File: src/rtl/alu32_issue.sv
// +-----------------------------------------------------------------------+
// | alu32_issue: command FIFO + issue FSM for a registered 32-bit ALU      |
// | Rev 1.0  initial release                                               |
// +-----------------------------------------------------------------------+
`default_nettype none

module alu32_issue #(
  parameter int DEPTH = 4,
  parameter int TAG_W = 4
) (
  input  logic             clk,
  input  logic             rst,
  input  logic             cmd_valid,
  output logic             cmd_ready,
  input  logic [31:0]      cmd_a,
  input  logic [31:0]      cmd_b,
  input  logic [3:0]       cmd_sel,
  input  logic [TAG_W-1:0] cmd_tag,
  output logic [31:0]      alu_a,
  output logic [31:0]      alu_b,
  output logic [3:0]       alu_sel,
  input  logic [31:0]      alu_out,
  output logic             res_valid,
  input  logic             res_ready,
  output logic [31:0]      res_data,
  output logic [TAG_W-1:0] res_tag,
  output logic             res_err,
  output logic             busy
);

  localparam int PTR_W = $clog2(DEPTH);
  localparam int CNT_W = PTR_W + 1;
  localparam int ENT_W = 68 + TAG_W;

  typedef enum logic [1:0] {
    ST_IDLE = 2'd0,
    ST_CAPT = 2'd1,
    ST_OUT  = 2'd2
  } state_t;

  logic [ENT_W-1:0] mem_q [DEPTH];
  logic [ENT_W-1:0] mem_d [DEPTH];
  logic [PTR_W-1:0] wr_ptr_q, wr_ptr_d;
  logic [PTR_W-1:0] rd_ptr_q, rd_ptr_d;
  logic [CNT_W-1:0] count_q, count_d;

  state_t           state_q, state_d;
  logic [TAG_W-1:0] tag_lat_q, tag_lat_d;
  logic             ill_q, ill_d;
  logic             res_valid_q, res_valid_d;
  logic [31:0]      res_data_q, res_data_d;
  logic [TAG_W-1:0] res_tag_q, res_tag_d;
  logic             res_err_q, res_err_d;

  logic             empty;
  logic             full;
  logic             push;
  logic             pop;
  logic [ENT_W-1:0] head;
  logic [31:0]      head_a;
  logic [31:0]      head_b;
  logic [3:0]       head_sel;
  logic [TAG_W-1:0] head_tag;
  logic             head_ill;

  assign empty     = (count_q == '0);
  assign full      = (count_q == CNT_W'(DEPTH));
  assign cmd_ready = !full;
  assign push      = cmd_valid && !full;

  assign head     = mem_q[rd_ptr_q];
  assign head_a   = head[ENT_W-1 -: 32];
  assign head_b   = head[ENT_W-33 -: 32];
  assign head_sel = head[TAG_W+3 -: 4];
  assign head_tag = head[TAG_W-1:0];
  assign head_ill = (head_sel > 4'b0010);

  // The ALU registers these at the same edge the head is popped.
  assign alu_a   = empty ? 32'h0 : head_a;
  assign alu_b   = empty ? 32'h0 : head_b;
  assign alu_sel = empty ? 4'b0000 : head_sel;

  assign res_valid = res_valid_q;
  assign res_data  = res_data_q;
  assign res_tag   = res_tag_q;
  assign res_err   = res_err_q;
  assign busy      = !empty || (state_q != ST_IDLE);

  always_comb begin
    mem_d    = mem_q;
    wr_ptr_d = wr_ptr_q;
    rd_ptr_d = rd_ptr_q;
    count_d  = count_q;
    if (push) begin
      mem_d[wr_ptr_q] = {cmd_a, cmd_b, cmd_sel, cmd_tag};
      wr_ptr_d        = wr_ptr_q + PTR_W'(1);
    end
    if (pop) begin
      rd_ptr_d = rd_ptr_q + PTR_W'(1);
    end
    case ({push, pop})
      2'b10:   count_d = count_q + CNT_W'(1);
      2'b01:   count_d = count_q - CNT_W'(1);
      default: count_d = count_q;
    endcase
  end

  always_comb begin
    state_d     = state_q;
    pop         = 1'b0;
    tag_lat_d   = tag_lat_q;
    ill_d       = ill_q;
    res_valid_d = res_valid_q;
    res_data_d  = res_data_q;
    res_tag_d   = res_tag_q;
    res_err_d   = res_err_q;
    case (state_q)
      ST_IDLE: begin
        if (!empty) begin
          pop       = 1'b1;
          tag_lat_d = head_tag;
          ill_d     = head_ill;
          state_d   = ST_CAPT;
        end
      end
      ST_CAPT: begin
        res_valid_d = 1'b1;
        res_data_d  = ill_q ? 32'h0 : alu_out;
        res_tag_d   = tag_lat_q;
        res_err_d   = ill_q;
        state_d     = ST_OUT;
      end
      ST_OUT: begin
        if (res_ready) begin
          res_valid_d = 1'b0;
          if (!empty) begin
            pop       = 1'b1;
            tag_lat_d = head_tag;
            ill_d     = head_ill;
            state_d   = ST_CAPT;
          end else begin
            state_d = ST_IDLE;
          end
        end
      end
      default: state_d = ST_IDLE;
    endcase
  end

  always_ff @(posedge clk or posedge rst) begin
    if (rst) begin
      for (int i = 0; i < DEPTH; i++) begin
        mem_q[i] <= '0;
      end
      wr_ptr_q    <= '0;
      rd_ptr_q    <= '0;
      count_q     <= '0;
      state_q     <= ST_IDLE;
      tag_lat_q   <= '0;
      ill_q       <= 1'b0;
      res_valid_q <= 1'b0;
      res_data_q  <= 32'h0;
      res_tag_q   <= '0;
      res_err_q   <= 1'b0;
    end else begin
      mem_q       <= mem_d;
      wr_ptr_q    <= wr_ptr_d;
      rd_ptr_q    <= rd_ptr_d;
      count_q     <= count_d;
      state_q     <= state_d;
      tag_lat_q   <= tag_lat_d;
      ill_q       <= ill_d;
      res_valid_q <= res_valid_d;
      res_data_q  <= res_data_d;
      res_tag_q   <= res_tag_d;
      res_err_q   <= res_err_d;
    end
  end

endmodule

`default_nettype wire

File: config.mk
export PLATFORM = sky130hd
export DESIGN_NAME = alu32_issue
export DESIGN_NICKNAME = d
export VERILOG_FILES = /design/src/rtl/alu32_issue.sv
export SDC_FILE = /design/constraint.sdc
export NUM_CORES = 1
export LEC_CHECK = 0
export BUFFER_PORTS_ARGS = -buffer_cell sky130_fd_sc_hd__buf_2
export CORE_MARGIN = 4
export CORE_UTILIZATION = 52
export DETAILED_ROUTE_END_ITERATION = 8
export GPL_TIMING_DRIVEN = 1
export PLACE_DENSITY = 0.83
export SLEW_MARGIN = 20
export SYNTH_ARGS = -nofsm -noshare
export SYNTH_HDL_FRONTEND = slang
export SYNTH_SLANG_ARGS = --single-unit
File: constraint.sdc
create_clock -name clk -period 11.05 [get_ports clk]
set_input_delay 1.105 -clock clk [delete_from_list [all_inputs] [get_ports clk]]
set_output_delay 1.105 -clock clk [all_outputs]
set_load 0.03 [all_outputs]
==> summary.txt <==
Drt
  • ANT nets after route: 0
  • Drt wl/cell: 20.1 um
  • Final wirelength: 32.0 mm
  • TritonRoute pass-1 iters: 4
  • DR vias: a little under 9,000
  • Vias per cell: 5.54
  • Remaining DRCs: 0
  • Iteration-0 DRC Markers: 354

Synth
  • FFs w/ async S/R, synth: 100%
  • Most common library cells after synthesis: 340 x dfrtp_1, 272 x mux2_2, 72 x mux4_2
  • Count leader, synth: dfrtp_1
  • Seq/Total Area, Yosys: 55.7%
  • EDFF count, synth: 0
  • Synth unique cells: 29
  • Synth Instances: ~1,000
  • Yosys warning count: 0
  • Syn Std Cell Area: 15,300 um^2
  • Mean Syn Cell Area: 15.6 um^2
  • Synth Flop Type: dfrtp_1
  • Post-synth top area cell: dfrtp_1
  • Ranking of synthesized cells by area: dfrtp_1 56%, mux2_2 20%, mux4_2 11%, nor2b_1 2.8%, mux2_1 1.9%
  • Register bit count reported by yosys: 340
  • Net count after synthesis: about 1,100
  • Yosys top cell area share: 55.7%

Global routing
  • Largest net degree at the start of global routing: around 110
  • Gr ovfl total: 0
  • All-Layer GR Usage: 20.0%
  • Antenna violations before repair: 7
  • Global-route wire length before repair: roughly 51 mm
  • Vias in the first global route: 9,479

Final layout
  • Seq. cell area: around 8500 um^2
  • Filler cell count: 2,188
  • P&R area growth vs syn: 16.0%
  • Finished Layout Cells: 1,595
  • Multi-input gate area: 6230 um^2
  • Final core area utilization: 61.3%
  • Nets@finish: 1,296
  • Fraction of layout cells with a size suffix above 1: a little over half

Floorplanning
  • Chip height: 179 um
  • # rows: 62
  • CORE AREA: 28,900 um^2
  • I/O pin total: 216
  • Starting Density: 52.9%
  • Die Width: ~180 um
  • Area of the die: 32,200 um^2

Clock network
  • CTS root buf: clkbuf_16
  • Worst-path clk slew: ~60 ps
  • CTS sink count: 340
  • CTS max path bufs: 3
  • Resized cells post-CTS: 0
  • Max H-tree Level: 2
  • Post-CTS Setup Bufs: 0
  • Hold buffer count at CTS: 0
  • CTS tree: built
  • Clk_lat worst skew: 510 ps
  • TritonCTS Buffers: 38

STA
  • Hold Vio Cnt, Final: 0
  • Final setup vio count: 0
  • Relative slew slack: 35.9%
  • Final Max Tran Viols: 0
  • Final Cycle Share: about two fifths
  • Worst slew pin tran: 961 ps
  • Hold slack: 474 ps
  • RSZ-0062 raised after global routing: false
  • Final Skew: 11.6 ps
  • Minimum clock period: 4280 ps
  • Peak Freq: 234 MHz
  • Setup TNS: 0 ps

Outcome
  • Status: completed

Placement
  • Detailed Place HPWL: 20.0 mm
  • # port buffers: 215
  • Gpl congestion: approximately 0.74
  • Dpl cells: 1,526

Pwr
  • Sequential share of power: between 30% and 40%
  • Total power: 6360 uW
  • Switch Pwr: 2340 uW
  • Combinational share of power: 44.8%
  • Clock share of power: 19.7%
  • Peak supply drop: around 0.23 mV
  • Internal: around 4000 uW
  • Leak: 0.00791 uW
  • Cell area power density: approximately 360 nW/um^2
  • Switching share of power: between 30 and 40%

Setup path
  • CP Cell Sequence: buf_4, mux4_2, nor2b_1, buf_2
  • Crit path largest cell delay: 930 ps
  • Crit-path max FO: 39
  • Crit. End Element: output pin
  • Crit start category: flop
  • Slowest stage cell, crit path: dfrtp_4
  • CP arrival: 3180 ps
  • Critical path class: flop to output pin
  • CP required: 9950 ps

Worst hold path
  • Min-delay worst type: flop to flop

Run
  • Max cap viols: 0
==> layer usage <==
layer	part of all wire, %	routed length (um)	vias to the layer above	track usage, %
li1	-	-	3952	-
met1	43	13800	4543	27.0
met2	48	15300	261	33.1
met3	6.8	2180	61	4.83
met4	2.0	631	12	4.98
met5	0.29	93	-	0
==> critical path, delay by kind of cell (launching register included) <==
family / cells / cell delay (ps)
multiplexers: 1 / 610
AND/OR/NAND/NOR: 1 / 150
flip-flops: 1 / 930
buffers and inverters: 2 / 950
==> worst paths after layout <==
kind / start / cells after the start / endpoint / slack [ps]
setup / recovery: rd_ptr_q[0] / 4 / alu_a[30] / 6770
hold / removal: res_data[30] / 2 / res_data[30] / 470
setup reg to reg: count_q[0] / 4 / mem_q[92] / 8300
hold reg to reg: res_data[30] / 2 / res_data[30] / 470
max in group asynchronous: rst / 4 / mem_q[31] / 8170
min in group asynchronous: rst / 2 / res_data[25] / 720
==> registers in the layout, indices dropped and copies added, names as in the netlist <==
register and cells:
res_tag 4, rd_ptr_q 2, count_q 3, state_q 2, wr_ptr_q 2, res_err 1
ill_q 1, mem_q 288, res_valid 1, tag_lat_q 4, res_data 32
==> power groups by stage <==
| stage | clock [uW] | combinational, uW | sequential (uW) |
|---|---|---|---|
| 6_report | 1260 | 2850 | 2260 |
| 5_1_grt | 1340 | 3060 | 2330 |
| 4_1_cts | 1290 | 2890 | 2260 |
| 3_5_place_dp | 0 | 2870 | 2270 |
| 3_3_place_gp | 0 | 2800 | 2250 |
| 2_1_floorplan | 0 | 2310 | 2150 |
==> cells in the final DEF, fill, tap and decap left out, types with 2 or more instances in the layout <==
cell type | Yosys | layout
clkbuf_16 | 0 | 41
nand3_4 | 4 | 4
inv_1 | 7 | 6
nor2b_1 | 69 | 69
o21ai_0 | 33 | 33
buf_2 | 9 | 215
dfrtp_1 | 340 | 338
a21oi_1 | 2 | 2
buf_4 | 2 | 10
mux4_2 | 72 | 72
clkbuf_1 | 21 | 8
dfrtp_4 | 0 | 2
xnor2_1 | 2 | 2
clkbuf_8 | 0 | 8
clkinvlp_4 | 0 | 2
mux2_2 | 272 | 272
nand2b_1 | 34 | 33
xor2_1 | 4 | 4
nand2_1 | 35 | 35
bufinv_16 | 0 | 2
ha_1 | 5 | 5
clkinv_2 | 0 | 7
nor2_1 | 2 | 2
mux2_1 | 26 | 26
==> per-stage QoR <==
step | setup WS (ps) | area (um^2)
after floorplan | 522 | 15300
after global placement | 7200 | 16400
after detailed placement | 7190 | 16400
after CTS | 6630 | 17700
after global routing | 6510 | 17700
final | 6770 | 17700
==> logic make-up after synthesis <==
kind of cell	after synthesis	synth area share, %
compound gates	36	1.21
fa+ha+maj	6	0.541
simple gates	149	5.87
mux	372	32.8
buf+inv	71	3.52
flops	340	55.7
xor+xnor	6	0.344
==> cell type report <==
class                           instances  share of cell area, %
Multi-Input combinational cell        569                   35.2
Antenna cell                            1                 0.0141
Tap cell                              384                   2.71
Clock inverter                         11                  0.622
Timing Repair Buffer                  226                   6.57
Inverter                                7                  0.191
Sequential cell                       340                   48.1
Clock buffer                           57                   6.59
(Power assumes the default switching activity.)
